**src/rtl/probabilistic_walk_engine.sv**
```systemverilog
// probabilistic_walk_engine: multi-trial Metropolis walk sequencing an external proposer and unsat evaluator.
module probabilistic_walk_engine #(
    parameter int VAR_INDEX_W    = 2,
    parameter int INT_W          = 8,
    parameter int CLAUSE_INDEX_W = 3,
    parameter int STEPS_W        = 8,
    parameter int RAND_W         = 8
) (
    input  logic                                 in_clock,
    input  logic                                 in_reset,
    input  logic                                 in_start,
    input  logic                                 in_abort,
    input  logic [15:0]                          in_seed,
    input  logic [STEPS_W-1:0]                   in_max_steps,
    input  logic [2:0]                           in_penalty_shift,
    input  logic [2**VAR_INDEX_W-1:0]            in_initial_boolean,
    input  logic [INT_W*2**VAR_INDEX_W-1:0]      in_initial_integer,
    input  logic [CLAUSE_INDEX_W:0]              in_initial_unsat,
    output logic [2**VAR_INDEX_W-1:0]            out_current_boolean,
    output logic [INT_W*2**VAR_INDEX_W-1:0]      out_current_integer,
    output logic                                 out_propose_request,
    input  logic                                 in_propose_valid,
    input  logic [2**VAR_INDEX_W-1:0]            in_proposed_boolean,
    input  logic [INT_W*2**VAR_INDEX_W-1:0]      in_proposed_integer,
    output logic [2**VAR_INDEX_W-1:0]            out_candidate_boolean,
    output logic [INT_W*2**VAR_INDEX_W-1:0]      out_candidate_integer,
    output logic                                 out_eval_request,
    input  logic                                 in_eval_valid,
    input  logic [CLAUSE_INDEX_W:0]              in_eval_unsat,
    output logic [2**VAR_INDEX_W-1:0]            out_best_boolean,
    output logic [INT_W*2**VAR_INDEX_W-1:0]      out_best_integer,
    output logic [CLAUSE_INDEX_W:0]              out_best_unsat,
    output logic [STEPS_W-1:0]                   out_steps_taken,
    output logic [STEPS_W-1:0]                   out_accepted_count,
    output logic                                 out_busy,
    output logic                                 out_done,
    output logic                                 out_solved
);
    localparam int NV = 2**VAR_INDEX_W;
    localparam int IW = INT_W*NV;
    localparam int UW = CLAUSE_INDEX_W+1;
    localparam int SW = UW+3;
    localparam logic [RAND_W:0] THR_FULL = {1'b1, {RAND_W{1'b0}}};

    typedef enum logic [2:0] {IDLE, PROPOSE, EVALUATE, DECIDE, FINISH} state_t;

    state_t            state_q, state_d;
    logic [NV-1:0]     cur_b_q, cur_b_d, cand_b_q, cand_b_d, best_b_q, best_b_d;
    logic [IW-1:0]     cur_i_q, cur_i_d, cand_i_q, cand_i_d, best_i_q, best_i_d;
    logic [UW-1:0]     best_u_q, best_u_d, u_q, u_d, v_q, v_d;
    logic [STEPS_W-1:0] steps_q, steps_d, acc_q, acc_d;
    logic [15:0]       lfsr_q, lfsr_d;
    logic              solved_q, solved_d;

    logic [UW-1:0]      diff;
    logic [SW-1:0]      s;
    logic [31:0]        s_ext;
    logic [RAND_W:0]    thr;
    logic               accept, last, in_trial;
    logic [15:0]        lfsr_nxt;
    logic [STEPS_W-1:0] steps_inc, acc_inc;

    always_comb begin
        diff      = v_q - u_q;
        s         = SW'(diff) * SW'(in_penalty_shift);
        s_ext     = 32'(s);
        thr       = THR_FULL >> s;
        // full-width product: a large uphill step must reject, never wrap back to "likely"
        accept    = (v_q <= u_q) || ((s_ext < RAND_W) && ({1'b0, lfsr_q[RAND_W-1:0]} < thr));
        lfsr_nxt  = {lfsr_q[14:0], lfsr_q[15] ^ lfsr_q[13] ^ lfsr_q[12] ^ lfsr_q[10]};
        last      = ({1'b0, steps_q} + (STEPS_W+1)'(1)) == {1'b0, in_max_steps};
        steps_inc = &steps_q ? steps_q : steps_q + STEPS_W'(1);
        acc_inc   = &acc_q ? acc_q : acc_q + STEPS_W'(1);
        in_trial  = (state_q == PROPOSE) || (state_q == EVALUATE) || (state_q == DECIDE);
        state_d   = state_q;
        cur_b_d   = cur_b_q;
        cur_i_d   = cur_i_q;
        cand_b_d  = cand_b_q;
        cand_i_d  = cand_i_q;
        best_b_d  = best_b_q;
        best_i_d  = best_i_q;
        best_u_d  = best_u_q;
        u_d       = u_q;
        v_d       = v_q;
        steps_d   = steps_q;
        acc_d     = acc_q;
        lfsr_d    = lfsr_q;
        solved_d  = solved_q;
        if (in_abort && in_trial) begin
            state_d = FINISH;
        end else begin
            case (state_q)
                IDLE: if (in_start) begin
                    cur_b_d  = in_initial_boolean;
                    cur_i_d  = in_initial_integer;
                    best_b_d = in_initial_boolean;
                    best_i_d = in_initial_integer;
                    u_d      = in_initial_unsat;
                    best_u_d = in_initial_unsat;
                    solved_d = in_initial_unsat == '0;
                    steps_d  = '0;
                    acc_d    = '0;
                    lfsr_d   = in_seed == '0 ? 16'h0001 : in_seed;
                    state_d  = (in_initial_unsat == '0 || in_max_steps == '0) ? FINISH : PROPOSE;
                end
                PROPOSE: if (in_propose_valid) begin
                    cand_b_d = in_proposed_boolean;
                    cand_i_d = in_proposed_integer;
                    state_d  = EVALUATE;
                end
                EVALUATE: if (in_eval_valid) begin
                    v_d     = in_eval_unsat;
                    state_d = DECIDE;
                end
                DECIDE: begin
                    lfsr_d  = lfsr_nxt;
                    steps_d = steps_inc;
                    if (accept) begin
                        cur_b_d = cand_b_q;
                        cur_i_d = cand_i_q;
                        u_d     = v_q;
                        acc_d   = acc_inc;
                        if (v_q < best_u_q) begin
                            best_b_d = cand_b_q;
                            best_i_d = cand_i_q;
                            best_u_d = v_q;
                            solved_d = v_q == '0;
                        end
                    end
                    state_d = ((accept && v_q == '0) || last) ? FINISH : PROPOSE;
                end
                default: state_d = IDLE;
            endcase
        end
    end

    always_ff @(posedge in_clock or negedge in_reset) begin
        if (!in_reset) begin
            state_q  <= IDLE;
            cur_b_q  <= '0;
            cur_i_q  <= '0;
            cand_b_q <= '0;
            cand_i_q <= '0;
            best_b_q <= '0;
            best_i_q <= '0;
            best_u_q <= '0;
            u_q      <= '0;
            v_q      <= '0;
            steps_q  <= '0;
            acc_q    <= '0;
            lfsr_q   <= 16'h0001;
            solved_q <= 1'b0;
        end else begin
            state_q  <= state_d;
            cur_b_q  <= cur_b_d;
            cur_i_q  <= cur_i_d;
            cand_b_q <= cand_b_d;
            cand_i_q <= cand_i_d;
            best_b_q <= best_b_d;
            best_i_q <= best_i_d;
            best_u_q <= best_u_d;
            u_q      <= u_d;
            v_q      <= v_d;
            steps_q  <= steps_d;
            acc_q    <= acc_d;
            lfsr_q   <= lfsr_d;
            solved_q <= solved_d;
        end
    end

    assign out_current_boolean   = cur_b_q;
    assign out_current_integer   = cur_i_q;
    assign out_candidate_boolean = cand_b_q;
    assign out_candidate_integer = cand_i_q;
    assign out_best_boolean      = best_b_q;
    assign out_best_integer      = best_i_q;
    assign out_best_unsat        = best_u_q;
    assign out_steps_taken       = steps_q;
    assign out_accepted_count    = acc_q;
    assign out_propose_request   = state_q == PROPOSE;
    assign out_eval_request      = state_q == EVALUATE;
    assign out_busy              = state_q != IDLE;
    assign out_done              = state_q == FINISH;
    assign out_solved            = solved_q;
endmodule

```
**config.mk**
```make
export PLATFORM = sky130hd
export DESIGN_NAME = probabilistic_walk_engine
export DESIGN_NICKNAME = d
export VERILOG_FILES = /design/src/rtl/probabilistic_walk_engine.sv
export SDC_FILE = /design/constraint.sdc
export NUM_CORES = 1
export LEC_CHECK = 0
export BUFFER_PORTS_ARGS = -buffer_cell sky130_fd_sc_hd__buf_2
export CELL_PAD_IN_SITES_DETAIL_PLACEMENT = 1
export CELL_PAD_IN_SITES_GLOBAL_PLACEMENT = 1
export CORE_MARGIN = 5
export CORE_UTILIZATION = 43
export CTS_CLUSTER_DIAMETER = 30
export DETAILED_ROUTE_END_ITERATION = 6
export MAX_ROUTING_LAYER = met4
export PLACE_DENSITY_LB_ADDON = 0.1
export SLEW_MARGIN = 20
export SYNTH_ARGS = -nofsm -noshare
export SYNTH_HDL_FRONTEND = slang
export SYNTH_SLANG_ARGS = --single-unit
```
**constraint.sdc**
```tcl
create_clock -name in_clock -period 10.7 [get_ports in_clock]
set_input_delay 1.07 -clock in_clock [delete_from_list [all_inputs] [get_ports in_clock]]
set_output_delay 1.07 -clock in_clock [all_outputs]
set_load 0.05 [all_outputs]
```
* After elaboration in Yosys (flattened, before gate mapping) *
Cells that the tools add are included.
W data, S select, Z words.

storage, ports and cells
  register bits = 156
  input bits = 113
  output and inout bits = 133
  word-level logic and storage cells = 104

operators by class
  add/subtract/negate cells = 4
  $mul = 1
  order comparisons = 4
  eq/ne operators = 13
  shift-type cells = 1
  muxes and demuxes = 38
  bitwise operators = 4
  reductions and logical operators = 25

operators with widths
  operator               number
  $mux W32               4
  $pmux W32 S2           2
  $mux W16               2
  $mux W4                8
  $mux W8                4
  $pmux W16 S2           1
  $pmux W4 S2            4
  $pmux W8 S2            2
  $mux W3                6
  $add A8 B1 Y8 const B  2
  $logic_not A16 Y1      1
  $reduce_and A8 Y1      2
  $pmux W3 S4            1
  $reduce_and A3 Y1      4
  $reduce_and A5 Y1      2
  $add A8 B1 Y9 const B  1
  $eq A9 B8 Y1           1
  $lt A8 B9 Y1           1
  $shr A9 B7 Y9 const A  1
  $logic_not A4 Y1       2
  $logic_not A8 Y1       1
  $ne A2 B2 Y1 const B   4
  $reduce_and A4 Y1      2
  $lt A7 B4 Y1 const B   1
  19 further kinds       31

* Depth between registers and ports, before layout *
  depth in word-level cells = 11
  mapped depth = 25
  mapped depth without buffers = 23

* Worst setup path before layout *
Ideal clock, no wire load.

  path type = flip-flop to flip-flop
  start = register v_q[0]
  end = register cur_b_q[0], in the netlist out_current_boolean[0]
  setup time = 125 ps
  data arrival time = 5298 ps
  setup slack = 5277 ps
  cell stages (with the launch flop) = 23
  path buffers = 2
  period minus slack after synthesis = 5423 ps
  path through = dfrtp_1 inv_1 ha_1 inv_1 fa_1 xor2_1 and2_1 fa_1 ha_1 fa_1 or4_4 nor2_1 nand2_1 or3_1 ha_1 a31oi_1 o221ai_1 nand4_1 a211oi_1 nand2b_1 clkbuf_1 buf_2 mux2_2

on the way
  longest elaborated chain between the ends = 8
  elaborated cells on any way between the ends = 10
  those cells by class = add/sub (1); mul (1); order compare (3); eq/ne (1); shift (1); reduce/logical (3)

ends and longest elaborated chain
  element                               line  RTL
  start: declaration                    50    logic [UW-1:0] best_u_q, best_u_d, u_q, u_d, v_q, v_d;
  start signal: assignment              163   v_q <= v_d;
  $sub A4 B4 Y4                         64    diff = v_q - u_q;
  $mul A4 B3 Y7                         65    s = SW'(diff) * SW'(in_penalty_shift);
  $shr A9 B7 Y9                         67    thr = THR_FULL >> s;
  $lt A8 B9 Y1                          69    accept = (v_q <= u_q) || ((s_ext < RAND_W) && ({1'b0, lfsr_q[RAND_W-1:0]} < thr));
  $logic_and A1 B1 Y1                   69
  $logic_or A1 B1 Y1 *                  69
  $ne A2 B2 Y1 (no source line) *       n/a
  $reduce_and A4 Y1 (no source line) *  n/a
  end signal: assignment                155   cur_b_q <= cur_b_d;
  end: declaration                      48    logic [NV-1:0] cur_b_q, cur_b_d, cand_b_q, cand_b_d, best_b_q, best_b_d;

Every way passes the cells marked *; elsewhere a longest branch is shown, timed or not.
A chain may end at the register's enable or synchronous reset.

* Final worst setup path *
  start = register v_q[0]
  end = register cur_i_q[8], in the netlist out_current_integer[8]

on the way
  longest elaborated chain between the ends = 8
  elaborated cells on any way between the ends = 10
  those cells by class = add/sub (1); mul (1); order compare (3); eq/ne (1); shift (1); reduce/logical (3)

ends and longest elaborated chain
  element                               line  RTL
  $sub A4 B4 Y4                         64
  $mul A4 B3 Y7                         65
  $shr A9 B7 Y9                         67
  $lt A8 B9 Y1                          69
  $logic_and A1 B1 Y1                   69
  $logic_or A1 B1 Y1 *                  69
  $ne A2 B2 Y1 (no source line) *       n/a
  $reduce_and A4 Y1 (no source line) *  n/a
  end signal: assignment                156   cur_i_q <= cur_i_d;
  end: declaration                      49    logic [IW-1:0] cur_i_q, cur_i_d, cand_i_q, cand_i_d, best_i_q, best_i_d;

Marked as above.

==> out/qor.csv <==
metric,value,unit
RSZ-0062 raised after global routing,no,
post-synthesis cell type count,59,
Die Y-Extent,148.6,µm
"top cells by area, synth","dfrtp_1 47%, mux2_2 11%, nand2_1 7.7%",
top layer in use,met4,
CTS buffer count,17,
skew final,13.01,ps
# rows,50,
Starting Density,0.4388,
H-tree lvl count,4,
clock power share,0.154,
Final Hold Vio Count,0,
total track usage,0.2401,
final-report setup violation count,0,
DR WL/cell,19.82,µm
Worst path slowest cell,or4_4,
Tmin final,6566,ps
Crit path arrival time,6870,ps
clock latency at the later pin of the worst-skew pair,420,ps
post_cts resized,0,
max-slew violations,0,
biggest cell delay along the critical path,560,ps
first-pass GRT wire length,41.23,mm
met2 WL post-DR,12.48,mm
Min-Delay Path Class,flip-flop to flip-flop,
Synth top area share,0.4694,
CP max FO,22,
final antenna-violating net count,0,
max cap viols,0,
TritonCTS clock tree,done,
"area leader, netlist",dfrtp_1,
post-synthesis cell count,798,
Post-Layout Cell Count,1305,
vias per std cell,5.383,
category of the critical setup timing path,flip-flop to flip-flop,
CP top delay family,simple AND/OR/NAND/NOR gates,
clock root buffer,clkbuf_16,
GRT Residual Overflow,0,
nets,1165,
Leakage,4.765,nW
clock slew at reported path FFs,70,ps
Worst Tran Pin Value,1040,ps
Util after Layout,0.5417,
Buf/Inv on CP,4,
GPL Wtd Cong,0.8217,
YS warnings,0,
Async SR Flop Fraction,1.000,
FF/Latch Area,3905,µm²
M1 wire length,11.50,mm
Setup crit end kind,flip-flop,
# fillers,2201,
vias in the first global route,7475,
Post-synth EDFFs,0,
synthesis-stage register bit count,156,
clock sinks,156,
Die ar.,22090,µm²
"Cell Area, Synth",8263,µm²
Multi-input gate area,4029,µm²
status,"complete, no violations",
Setup Buffers After CTS,0,
Worst EP required,11000,ps
clk buf depth,2,
Die X,148.6,µm
sequential share of the synthesized area,0.4726,
Psw,1.976,mW
post-DP HPWL,18.10,mm
via count,7025,
CP Cell Sequence,"inv_1, ha_1, inv_1, fa_1, xor2_1, and2_1, fa_1, ha_1, fa_1, or4_4, nor2_1, nand2_1, or3_1, ha_1, a31oi_1, o221ai_1, nand4_1, a211oi_1, buf_4, nand2b_2, buf_4, mux2_2",
syn avg cell area,10.35,µm²
CTS Hold Bufs,0,
"top cells by count, synth","170 x nand2_1, 155 x dfrtp_1, 79 x mux2_2",
DR pass1 iterations,4,
Setup WS pre-CTS,4126,ps
Startpoint Class,flip-flop,
syn_nets,937,
area delta synth->final,23.44,%
Max IR drop VDD,0.0002267,V
routed wire length,25.86,mm
Placeable Area,18830,µm²
P per Cell Area,374.5,nW/µm²
Int Pwr,1.844,mW
period utilization,0.6137,
power share of the combinational group,0.567,
largest net degree at the start of global routing,80,
most common cell in the netlist,nand2_1,
fin worst setup slack,4134,ps
Cells after DPL,1267,
slew margin rel.,0.3069,
initial antenna violation count,5,
Ports,246,
DRT iter0 DRCs,266,
IO Port Bufs,245,
Max Clk Rate,0.1523,GHz
dominant synthesized flop cell,dfrtp_1,
final setup TNS,0,ps
sw frac,0.5172,
share of layout cells above drive strength 1,0.4042,
# DRC,0,
Seq pwr share,0.279,
metal3 WL,1.460,mm
per-stage QoR:
step                hold WS [ps]  cell area, µm²  total power, mW
finish                     487.6           10200            3.820
global route               521.5           10200            4.050
CTS                        493.1           10180            3.852
detailed placement         478.8            9619            3.251
global placement           469.1            9619            3.191
floorplan                  457.3            8263            2.690
power groups by stage:
stage | logic (mW) | registers (mW) | clock network (mW)
finish | 2.17 | 1.07 | 0.588
global route | 2.32 | 1.10 | 0.627
global placement | 2.13 | 1.06 | 0
CTS | 2.18 | 1.07 | 0.602
detailed placement | 2.18 | 1.07 | 0
floorplan | 0.961 | 1.73 | 0
final cells by class:
cell class | count | area share
inverters | 14 | 0.005152
well taps | 260 | 0.03189
clock inverters | 14 | 0.01202
clock buffers | 18 | 0.04306
diodes | 6 | 0.001472
flip-flops and latches | 156 | 0.3829
multi-input cells | 582 | 0.3950
repair buffers | 255 | 0.1286
state kept, by name, indices dropped and copies added, names as in the netlist:
name,cells
lfsr_q,16
out_accepted_count,8
out_best_boolean,4
out_best_integer,32
out_best_unsat,4
out_candidate_boolean,4
out_candidate_integer,32
out_current_boolean,4
out_current_integer,32
out_solved,1
out_steps_taken,8
state_q,3
u_q,4
v_q,4
placed cells by master (no fill, tap or decap), types with 6 or more instances in the layout:
master / instances
a21oi_1: 14
a31oi_1: 16
and2_1: 7
buf_2: 244
buf_4: 9
clkbuf_16: 17
dfrtp_1: 155
diode_2: 6
ha_1: 22
inv_1: 14
inv_6: 6
mux2_2: 79
mux2i_1: 7
nand2_1: 169
nand2b_1: 6
nand3_1: 14
nor2_1: 41
nor3_1: 10
nor4_1: 10
o21ai_0: 22
o221a_1: 40
or2_2: 42
or3_1: 6
xnor2_1: 11
xor2_1: 7
cell families (layout without fill, tap and decap cells):
group / after synthesis / after routing / synth area share
other: 0 / 6 / 0
buffers and inverters: 60 / 301 / 0.04194
AOI/OAI and AO/OA: 119 / 119 / 0.1195
muxes: 86 / 86 / 0.1161
DFF: 156 / 156 / 0.4726
adders and majority gates: 26 / 26 / 0.04300
xor gates and xnor gates: 18 / 18 / 0.01908
and+or+nand+nor: 333 / 333 / 0.1878
worst min-delay path, stage by stage, from the launching register on:
cell and delay, ps:
dfstp_2 370, nand2_1 40, o21ai_0 70
routing by layer:
| metal | GRT usage | vias up |
|---|---|---|
| met2 | 0.3830 | 202 |
| met3 | 0.05424 | 30 |
| met1 | 0.3077 | 3531 |
| met4 | 0.07113 | 0 |
| li1 | - | 3262 |
| met5 | - | - |
path summary, 6_finish.rpt:
check | start | to | slack, ps | depth (start not counted)
setup / recovery | v_q[0]$_DFFE_PN0P_ | out_current_integer[8]$_DFFE_PN0P_ | 4130 | 22
hold / removal | lfsr_q[0]$_DFFE_PN1P_ | lfsr_q[0]$_DFFE_PN1P_ | 490 | 2
setup reg to reg | v_q[0]$_DFFE_PN0P_ | out_current_integer[8]$_DFFE_PN0P_ | 4130 | 22
hold reg to reg | lfsr_q[0]$_DFFE_PN1P_ | lfsr_q[0]$_DFFE_PN1P_ | 490 | 2
max in group asynchronous | in_reset | out_candidate_integer[15]$_DFFE_PN0P_ | 8840 | 2
min in group asynchronous | in_reset | lfsr_q[9]$_DFFE_PN0P_ | 650 | 1
Power figures use the tool's default switching activity.
